**config.mk**
```make
export PLATFORM = sky130hd
export DESIGN_NAME = nbcac_rx_fifo
export DESIGN_NICKNAME = d
export VERILOG_FILES = /design/src/rtl/nbcac_pkg.sv /design/src/rtl/nbcac_rx_fifo_mem.sv /design/src/rtl/nbcac_rx_fifo.sv
export SDC_FILE = /design/constraint.sdc
export NUM_CORES = 1
export LEC_CHECK = 0
export CAP_MARGIN = 20
export CORE_MARGIN = 1
export CORE_UTILIZATION = 30
export CTS_BUF_LIST = sky130_fd_sc_hd__clkbuf_16
export DETAILED_ROUTE_END_ITERATION = 16
export SLEW_MARGIN = 20
export SYNTH_ARGS = -nofsm -noshare
export SYNTH_HDL_FRONTEND = slang
export SYNTH_SLANG_ARGS = --single-unit
```
**constraint.sdc**
```tcl
create_clock -name clock -period 3.5 [get_ports clock]
set_input_delay 0.35 -clock clock [delete_from_list [all_inputs] [get_ports clock]]
set_output_delay 0.35 -clock clock [all_outputs]
set_load 0.02 [all_outputs]
```
**src/rtl/nbcac_pkg.sv**
```systemverilog
// Shared NBCAC constants: codeword/data widths, drop counter width and the
// default receive FIFO depth.
package nbcac_pkg;

  localparam int unsigned NBCAC_DATA_W        = 19;
  localparam int unsigned NBCAC_CODE_W        = 27;
  localparam int unsigned NBCAC_DROP_CNT_W    = 8;
  localparam int unsigned NBCAC_RX_FIFO_DEPTH = 4;

endpackage

```
**src/rtl/nbcac_rx_fifo_mem.sv**
```systemverilog
// Storage array for the NBCAC receive FIFO: one synchronous write port and
// one asynchronous read port, no reset.
module nbcac_rx_fifo_mem #(
  parameter int unsigned DATA_W = 19,
  parameter int unsigned DEPTH  = 4,
  parameter int unsigned AW     = $clog2(DEPTH)
) (
  input  logic              clock,
  input  logic              we,
  input  logic [AW-1:0]     waddr,
  input  logic [DATA_W-1:0] wdata,
  input  logic [AW-1:0]     raddr,
  output logic [DATA_W-1:0] rdata
);

  logic [DATA_W-1:0] mem_q [DEPTH];

  always_ff @(posedge clock) begin
    if (we) begin
      mem_q[waddr] <= wdata;
    end
  end

  assign rdata = mem_q[raddr];

endmodule

```
**src/rtl/nbcac_rx_fifo.sv**
```systemverilog
// Receive elastic buffer behind the NBCAC decoder: drops and flags words that
// arrive while full. Optional drop counter enabled by NBCAC_RX_DROP_CNT_EN.
module nbcac_rx_fifo
  import nbcac_pkg::*;
#(
  parameter int unsigned DATA_W = NBCAC_DATA_W,
  parameter int unsigned DEPTH  = NBCAC_RX_FIFO_DEPTH
) (
  input  logic                       clock,
  input  logic                       rst,
  input  logic                       in_valid,
  input  logic [DATA_W-1:0]          in_data,
  output logic                       out_valid,
  input  logic                       out_ready,
  output logic [DATA_W-1:0]          out_data,
  output logic [$clog2(DEPTH):0]     level,
  output logic                       overflow,
`ifdef NBCAC_RX_DROP_CNT_EN
  output logic [NBCAC_DROP_CNT_W-1:0] drop_count,
`endif
  input  logic                       clear_ovf
);

  localparam int unsigned AW    = $clog2(DEPTH);
  localparam int unsigned LVL_W = AW + 1;

  logic [AW-1:0]     wr_ptr_q, wr_ptr_d;
  logic [AW-1:0]     rd_ptr_q, rd_ptr_d;
  logic [LVL_W-1:0]  level_q, level_d;
  logic              ovf_q, ovf_d;
  logic              full, pop, push, drop;
  logic [DATA_W-1:0] rd_data;

  nbcac_rx_fifo_mem #(
    .DATA_W (DATA_W),
    .DEPTH  (DEPTH),
    .AW     (AW)
  ) u_mem (
    .clock (clock),
    .we    (push),
    .waddr (wr_ptr_q),
    .wdata (in_data),
    .raddr (rd_ptr_q),
    .rdata (rd_data)
  );

  always_comb begin
    full     = (level_q == LVL_W'(DEPTH));
    pop      = out_valid & out_ready;
    // A full FIFO still accepts a word when the head leaves in the same cycle.
    push     = in_valid & (~full | pop);
    drop     = in_valid & ~push;
    wr_ptr_d = wr_ptr_q + AW'(push);
    rd_ptr_d = rd_ptr_q + AW'(pop);
    level_d  = level_q + LVL_W'(push) - LVL_W'(pop);
    ovf_d    = ovf_q;
    if (drop) begin
      ovf_d = 1'b1;
    end else if (clear_ovf) begin
      ovf_d = 1'b0;
    end
  end

  always_ff @(posedge clock or posedge rst) begin
    if (rst) begin
      wr_ptr_q <= '0;
      rd_ptr_q <= '0;
      level_q  <= '0;
      ovf_q    <= 1'b0;
    end else begin
      wr_ptr_q <= wr_ptr_d;
      rd_ptr_q <= rd_ptr_d;
      level_q  <= level_d;
      ovf_q    <= ovf_d;
    end
  end

`ifdef NBCAC_RX_DROP_CNT_EN
  logic [NBCAC_DROP_CNT_W-1:0] drop_cnt_q, drop_cnt_d;

  always_comb begin
    drop_cnt_d = drop_cnt_q;
    if (clear_ovf) begin
      drop_cnt_d = drop ? NBCAC_DROP_CNT_W'(1) : '0;
    end else if (drop && (drop_cnt_q != '1)) begin
      drop_cnt_d = drop_cnt_q + NBCAC_DROP_CNT_W'(1);
    end
  end

  always_ff @(posedge clock or posedge rst) begin
    if (rst) begin
      drop_cnt_q <= '0;
    end else begin
      drop_cnt_q <= drop_cnt_d;
    end
  end

  assign drop_count = drop_cnt_q;
`endif

  assign out_valid = (level_q != '0);
  assign out_data  = out_valid ? rd_data : '0;
  assign level     = level_q;
  assign overflow  = ovf_q;

endmodule

```
## After elaboration in Yosys (flattened, before gate mapping)

Memory sizes are Yosys's and may differ from the RTL's.
Index checks and enable logic that the tools add are counted.
W data, S select, Z words.

- Register bits: 8
- Input bits: 24
- Word-level logic and storage cells: 23
- Memories: 1
- Output and inout port bits: 24
- Bits in writable memories: 76

- Add/sub/neg operators: 4
- Multiplexer cells: 5
- Reduce and logical (&&, ||, !) cells: 2
- Equality and inequality tests: 1
- Bitwise logic cells: 6

Memories:

| name | depth | bits a word | rd ports | clocked after Yosys merged registers in | wr ports | RTL line | RTL |
|---|---|---|---|---|---|---|---|
| u_mem.mem_q | 4 | 19 | 1 | 0 | 1 | nbcac_rx_fifo_mem.sv:16 | `logic [DATA_W-1:0] mem_q [DEPTH];` |

Operators with widths:

| cell | count |
|---|---|
| $mux W19 | 1 |
| $add A2 B1 Y2 | 2 |
| $mux W1 | 4 |
| $add A3 B1 Y3 | 1 |
| $and A1 B1 Y1 | 3 |
| $eq A3 B3 Y1 const B | 1 |
| $reduce_bool A3 Y1 | 1 |
| $sub A3 B1 Y3 | 1 |
| $not A1 Y1 | 2 |
| $reduce_bool A2 Y1 | 1 |
| $or A1 B1 Y1 | 1 |

## Longest topological paths before layout

Gate-level depths: netlist of the first run.

- Depth in word-level cells: 7
- Depth in mapped cells: 8

## Modules after synthesis

Synthesis of the first run repeated with hierarchy kept, for this count alone.

- Cell total of the unflattened synthesis: 154
- Area, all modules: 3320.7 µm²

Modules (own cells, without submodules):

| module | instances | cells each | seq. area each (µm²) | area each (µm²) |
|---|---|---|---|---|
| nbcac_rx_fifo_mem | 1 | 103 | 2282.2 | 2816.5 |
| nbcac_rx_fifo | 1 | 51 | 200.2 | 504.2 |

## Least setup slack after synthesis of the first run

No wires, ideal clock.

- Path kind: register to register
- Start point: register level_q[2], in the netlist level[2]
- End point: memory u_mem.mem_q[0][0], enable pin
- Path slack: 0.290 ns
- Required time: 3.050 ns
- Data arrival time: 2.760 ns
- Clock period less this slack: 3.210 ns
- Library setup time: 0.450 ns
- Cell stages (with the launch flop): 3
- Cells stage by stage: dfrtp_1 -> nor4b_2 -> nor4b_1

- Word-level cells in the longest chain between the ends: 6
- Elaborated cells between the ends (all ways): 8
- Classes of those cells: 1 x eq/ne; 2 x mux; 4 x bitwise; 1 x reduce/logical

Ends and longest elaborated chain:

| element | RTL line | RTL |
|---|---|---|
| start, declared | nbcac_rx_fifo.sv:29 | `logic [LVL_W-1:0] level_q, level_d;` |
| start signal, assigned | nbcac_rx_fifo.sv:73 | `level_q <= level_d;` |
| $reduce_bool A3 Y1 or $eq A3 B3 Y1 (tied branches) | nbcac_rx_fifo.sv:101, nbcac_rx_fifo.sv:48 |  |
| $and A1 B1 Y1 or $not A1 Y1 (tied branches) | nbcac_rx_fifo.sv:49, nbcac_rx_fifo.sv:51 |  |
| $or A1 B1 Y1 * | nbcac_rx_fifo.sv:51 | `push = in_valid & (~full \| pop);` |
| $and A1 B1 Y1 * | nbcac_rx_fifo.sv:51 |  |
| $mux W1 * | nbcac_rx_fifo_mem.sv:19 | `if (we) begin` |
| $mux W1 (not written as such) * | nbcac_rx_fifo_mem.sv:20 | `mem_q[waddr] <= wdata;` |
| end, declared | nbcac_rx_fifo_mem.sv:16 |  |

Mark *: on every way between the ends. The rest lies on a longest branch, timed or not.

## Worst setup path after layout of the first run

- Start point: register rd_ptr_q[1]
- End point: output port out_data[13]

- Word-level cells in the longest chain between the ends: 2

Ends and longest elaborated chain:

| element | RTL line | RTL |
|---|---|---|
| start, declared | nbcac_rx_fifo.sv:28 | `logic [AW-1:0] rd_ptr_q, rd_ptr_d;` |
| start signal, assigned | nbcac_rx_fifo.sv:72 | `rd_ptr_q <= rd_ptr_d;` |
| $mem_v2 Z4 W19 | n/a |  |
| $mux W19 | nbcac_rx_fifo.sv:102 | `assign out_data = out_valid ? rd_data : '0;` |
| end, declared | nbcac_rx_fifo.sv:15 | `output logic [DATA_W-1:0] out_data,` |

Every way passes these cells.

==> reports/qor.yml, run 1 <==
cp_top_family: "flip-flops"
netlist_instances: 152
period_share_pct: 78.0
cap_violations: 0
outcome: "finished clean"
rsz0062_at_grt: "false"
setup_viol: 0
seqPwrFrac_pct: 37.6
cts_sinks: 84
wl_met2_um: 2950
hold_viol: 0
num_io_pins: 48
synthAdderAreaFrac_pct: 2.11
power_density_nw_per_um2: 896
drc: 0
clkSlewWorstSetupHoldPaths_ps: 60
p_sw_share_pct: 29.9
crit_chain: "mux4_2 > and2_1 > clkdlybuf4s50_1"
synth_cell_types: 21
crit_buf_inv: 1
grt_pass1_wl_um: 9090
cpPeakStageDelay_ps: 940
grt_antenna_before_repair: 0
cp.required_ps: 3150
clk_latency_ps: 330
first_pass_iters: 4
fin_nets: 241
power_leakage_nw: 1.49
peakVddDrop_mv: 0.380
switching_power_mw: 1.16
r2r_end: "level[2]"
slew_viol_final: 0
syn_area_per_cell_um2: 21.8
coreArea_um2: 10800
power_mw: 3.88
die_x_um: 107
grt_overflow_total: 0
hpwl_um: 3540
ys_ff_latch: 84
synthArstFlopShare_pct: 9.52
highest_layer: "met4"
relSlewSlack_pct: 39.2
end_kind: "output pin"
row_count: 38
die_area_um2: 11500
synthXorXnorAreaFrac_pct: 1.06
diodes: 0
synthSimpleGateAreaFrac_pct: 5.95
cts.repair.resized: 0
power.internal_mw: 2.72
grt_usage_pct: 11.1
vias_per_cell: 4.47
synthFlopType: "edfxtp_1"
clkPwrFrac_pct: 25.3
critical_path_arrival_ps: 2380
tightest_slew_ps: 911
crit_path_start_kind: "flop"
synthesis.nets: 181
io_buffers: 47
post-cts-setup-buffers: 0
synth_area_um2: 3320
drt_iter0_drc: 54
die_h_um: 107
wl_per_cell_um: 16.4
ys_seq_area_share_pct: 74.8
cts_tree: "built"
layout_min_cycle_time_ps: 2730
grt_max_degree: 22
clock_path_buffers: 2
combPwrFrac_pct: 37.1
first_global_vias: 1731
htreeDepth: 3
synth-edff-count: 76
vias: 1596
wl_um: 5850
drive_above_1_share_pct: 17.1
fin_ws_ps: 769
ctsRootBufferMaster: "clkbuf_16"
synthMuxAreaShare_pct: 13.9
hold_class: "in2async"
initial_core_util_pct: 30.8
synth_compound_area_share_pct: 0.264
yosysWarnings: 0
hold_buffers: 0
ant_nets: 0
drt-met1-wl_um: 2590
fin_setup_tns_ps: 0
critPathKind: "reg2out"
reg2reg_slack_ps: 1050
worst-r2r-cell-count: 9
finalClockSkew_ps: 7.65
cts_made_buffers: 9
place_ws_ps: 986
synth_top_family_by_area: "multiplexers"
clock.fmax_mhz: 366
dr_wl_met3_um: 208
globalplace.congestion: 0.630
slowest_stage: "dfrtp_1"
reg2reg_from: "level[1]"
cp_max_fo: 20
area_growth_pct: 30.5
through the flow:
step | instances | hold WS (ps) | area (µm²) | util (%)
4_1_cts | 357 | 278 | 4330 | 40.1
5_1_grt | 357 | 301 | 4330 | 40.1
6_report | 357 | 272 | 4330 | 40.1
2_1_floorplan | 152 | 166 | 3320 | -
3_3_place_gp | 341 | 511 | 4020 | 37.2
3_5_place_dp | 341 | 496 | 4020 | 37.2
cell type report:
| cell class | count | area, µm² |
|---|---|---|
| repair buffers | 55 | 531 |
| flip-flops and latches | 84 | 2480 |
| clock inverters | 7 | 91.3 |
| clock buffers | 9 | 225 |
| inverters | 5 | 18.8 |
| multi-input cells | 57 | 810 |
| fillers | 991 | 6460 |
| well taps | 140 | 175 |
routing by layer:
metal | GRT usage [%] | vias up
met3 | 2.98 | 9
met4 | 5.58 | 0
met2 | 18.4 | 31
met5 | 0 | -
met1 | 13.5 | 822
li1 | - | 734
power groups by stage:
stage	clock network, mW	registers [mW]	logic [mW]
after detailed placement	0	1.49	1.47
after floorplan	0	1.44	0.886
after global placement	0	1.48	1.47
after global routing	1.04	1.49	1.56
final	0.982	1.46	1.44
after CTS	1.00	1.47	1.48
flip-flops by register name (all words and copies together), names as in the netlist:
register,flops
wr_ptr_q,2
level,3
u_mem.mem_q,76
rd_ptr_q,2
overflow,1
how the worst max path moves through the flow:
stage,startpoint,end,slack [ps],cells past startpoint
2_1_floorplan,level[2],u_mem.mem_q[0][0],290,2
3_3_place_gp,rd_ptr_q[1],out_data[5],1010,3
3_5_place_dp,out_ready,level[2],990,10
4_1_cts,rd_ptr_q[1],out_data[2],650,3
5_1_grt,rd_ptr_q[1],out_data[2],610,3
6_report,rd_ptr_q[1],out_data[13],770,3
synthesized netlist by cell type (all sizes together), types with 2 or more instances:
library cell / instances / area [µm²]
edfxtp: 76 / 2280
mux4: 19 / 462
and2: 20 / 125
dfrtp: 8 / 200
buf: 2 / 31.3
xor2: 2 / 17.5
inv: 5 / 18.8
clkbuf: 4 / 15.0
ha: 4 / 50.1
nor4b: 2 / 23.8
xnor2: 2 / 17.5
nor4bb: 2 / 20.0
cells in the final DEF, fill, tap and decap left out:
master / Yosys / final
edfxtp_1: 76 / 76
clkdlybuf4s50_1: 0 / 47
and2_1: 20 / 20
mux4_2: 10 / 10
mux4_1: 9 / 9
clkbuf_16: 0 / 9
dfrtp_1: 8 / 8
buf_4: 0 / 8
inv_1: 5 / 5
ha_1: 4 / 4
nor4b_2: 1 / 2
xnor2_1: 2 / 2
nor4bb_4: 0 / 2
xor2_1: 2 / 2
bufinv_16: 0 / 2
clkinv_4: 0 / 2
clkinv_2: 0 / 2
or3_1: 1 / 1
nor2b_1: 1 / 1
nand2b_1: 1 / 1
and4b_1: 1 / 1
a22o_1: 1 / 1
fa_1: 1 / 1
clkinv_1: 0 / 1
logic make-up after synthesis:
| kind of cell | count (synthesis) |
|---|---|
| AOI/OAI and AO/OA | 1 |
| xor gates and xnor gates | 4 |
| adders and majority gates | 5 |
| buffers and inverters | 11 |
| DFF | 84 |
| muxes | 19 |
| and+or+nand+nor | 28 |
Power figures use the tool's default switching activity.
==> run 2, diff against run 1 <==
==> constraint.sdc (replaced) <==
create_clock -name clock -period 2.7 [get_ports clock]
set_input_delay 0.27 -clock clock [delete_from_list [all_inputs] [get_ports clock]]
set_output_delay 0.27 -clock clock [all_outputs]
set_load 0.02 [all_outputs]
==> run 2 against run 1 <==
Effect of this change:
- die area did not move
- sequential share of layout area fell by 0.46 points
- register-to-register slack got worse by 680 ps
- first-iteration DRC count grew 31%
- clock skew is 2.2 ps lower
- via count unchanged
- sequential power increased by 27%
- critical path depth grew 1
- largest cell class unchanged
- highest routed layer unchanged
==> reports/qor.yml, run 2 (synthesis results as in run 1) <==
grt_overflow_total: 0  # unchanged
cp_max_fo: 15  # was 20
cp.required_ps: 2430  # was 3150 ps
relSlewSlack_pct: 61.8  # was 39.2%
crit_path_start_kind: "flop"  # unchanged
cpPeakStageDelay_ps: 630  # was 940 ps
end_kind: "output pin"  # unchanged
switching_power_mw: 1.55  # was 1.16 mW
regMostFlops: "u_mem.mem_q"  # unchanged
clock.fmax_mhz: 394
htreeDepth: 3  # unchanged
wl_per_cell_um: 16.7  # was 16.4 µm
grt_max_degree: 21  # was 22
largest_reg_flops: 76  # unchanged
cts_sinks: 84  # unchanged
power_mw: 5.11  # was 3.88 mW
seqPwrFrac_pct: 36.4  # was 37.6%
post-cts-setup-buffers: 0  # unchanged
combPwrFrac_pct: 37.8  # was 37.1%
vias: 1596  # unchanged
final_cells: 357  # unchanged
vias_per_cell: 4.47  # unchanged
coreArea_um2: 10800  # unchanged
worst-path-stages: 4  # was 3
ctsRootBufferMaster: "clkbuf_16"  # unchanged
period_share_pct: 93.9
critPathKind: "reg2out"  # unchanged
finalClockSkew_ps: 5.44  # was 7.65 ps
slew_viol_final: 0  # unchanged
grt_usage_pct: 11.6  # was 11.1%
power_density_nw_per_um2: 1170  # was 896 nW/µm²
fin_setup_tns_ps: 0  # unchanged
die_h_um: 107  # unchanged
crit_start: "rd_ptr_q[0]"  # was rd_ptr_q[1]
wl_um: 5970  # was 5850 µm
row_count: 38  # unchanged
power.internal_mw: 3.56  # was 2.72 mW
fin_nets: 241  # unchanged
drive_above_1_share_pct: 17.5  # was 17.1%
peakVddDrop_mv: 0.538  # was 0.380 mV
diodes: 0  # unchanged
critical_path_arrival_ps: 2270  # was 2380 ps
final_cell_mix: "76 x edfxtp_1, 47 x clkdlybuf4s50_1, 20 x and2_1"  # unchanged
hold_viol: 0  # unchanged
num_io_pins: 48  # unchanged
rsz0062_at_grt: "false"  # unchanged
worst-r2r-cell-count: 8  # was 9
initial_core_util_pct: 30.8  # unchanged
p_sw_share_pct: 30.3  # was 29.9%
cts_made_buffers: 9  # unchanged
first_global_vias: 1752  # was 1731
globalplace.congestion: 0.661  # was 0.630
multiInputGateArea_um2: 820  # was 810 µm²
grt_antenna_before_repair: 0  # unchanged
clkSlewWorstSetupHoldPaths_ps: 60  # about the same
hpwl_um: 3670  # was 3540 µm
io_buffers: 47  # unchanged
crit_buf_inv: 2  # was 1
area_growth_pct: 31.5  # was 30.5%
clock_path_buffers: 2  # unchanged
ant_nets: 0  # unchanged
layout_commonest_cell: "edfxtp_1"  # unchanged
die_x_um: 107  # unchanged
clkPwrFrac_pct: 25.8  # was 25.3%
fill_cells: 974  # was 991
reg2reg_from: "level[1]"  # unchanged
power_leakage_nw: 1.50  # was 1.49 nW
cap_violations: 0  # unchanged
final_cell_area_um2: 4370  # was 4330 µm²
drt_iter0_drc: 71  # was 54
slowest_stage: "mux4_1"  # was dfrtp_1
cp_top_family: "buffers and inverters"  # was flip-flops
drc: 0  # unchanged
cts_tree: "built"  # unchanged
clk_latency_ps: 330  # about the same
dp_cells: 341  # unchanged
setup_viol: 0  # unchanged
grt_pass1_wl_um: 9400  # was 9090 µm
first_pass_iters: 4  # unchanged
tightest_slew_ps: 573  # was 911 ps
crit_chain: "buf_6 > mux4_1 > and2_1 > clkdlybuf4s50_1"  # was mux4_2 > and2_1 > clkdlybuf4s50_1
seq_area_um2: 2480  # unchanged
layout_min_cycle_time_ps: 2540
hold_class: "in2async"  # unchanged
die_area_um2: 11500  # unchanged
outcome: "finished clean"  # unchanged
dpl_cell_area_um2: 4040  # was 4020 µm²
[run 2: final cells by class]
type                            instances  area share, %
Tap cell                              140           4.01
Timing Repair Buffer                   55           12.5
Sequential cell                        84           56.8
Clock buffer                            9           5.16
Multi-Input combinational cell         57           18.8
Clock inverter                          7           2.29
Inverter                                5          0.430
[run 2: through the flow]
| stage | setup slack (ps) | hold WS (ps) | utilization [%] |
|---|---|---|---|
| after global routing | 67.2 | 226 | 40.5 |
| after floorplan | -394 | 85.7 | - |
| after detailed placement | 404 | 499 | 37.4 |
| final | 164 | 191 | 40.5 |
| after global placement | 407 | 505 | 37.4 |
| after CTS | 74.5 | 194 | 40.4 |
[run 2: per-layer routing]
metal / up-vias / part of all wire [%] / global-route usage, %
met3: 8 / 5.3 / 4.44
li1: 731 / - / -
met2: 37 / 49 / 18.5
met4: 0 / 1.2 / 4.11
met5: - / 0 / 0
met1: 820 / 45 / 14.4
[run 2: timing repair]
item                                    CTS  global route
hold buffers                              0             0
endpoints found under the setup margin    0             1
gates resized for setup                   0             1
[run 2: final timing paths]
| path | to | slack [ps] |
|---|---|---|
| setup reg to reg | level[2] | 370 |
| setup / recovery | out_data[3] | 160 |
| min in group clock | overflow | 520 |
| hold reg to reg | overflow | 520 |
| hold / removal | level[2] | 190 |
| max in group asynchronous | wr_ptr_q[1] | 2260 |
[run 2: power by group through the flow]
stage               Combinational, mW  Sequential [mW]  Clock [mW]
floorplan                        1.15             1.87           0
global placement                 1.95             1.88           0
detailed placement               1.97             1.89           0
CTS                              1.97             1.87        1.34
global route                     2.08             1.89        1.40
finish                           1.93             1.86        1.32
==> run 3, diff against run 2 <==
--- a/config.mk
+++ b/config.mk
@@ -5,6 +5,7 @@
 export SDC_FILE = /design/constraint.sdc
 export NUM_CORES = 1
 export LEC_CHECK = 0
+export ABC_CLOCK_PERIOD_IN_PS = 2700
 export CAP_MARGIN = 20
 export CORE_MARGIN = 1
 export CORE_UTILIZATION = 30
==> results of run 3 <==
Final layout, timing and power as in run 2 (identical DEF).
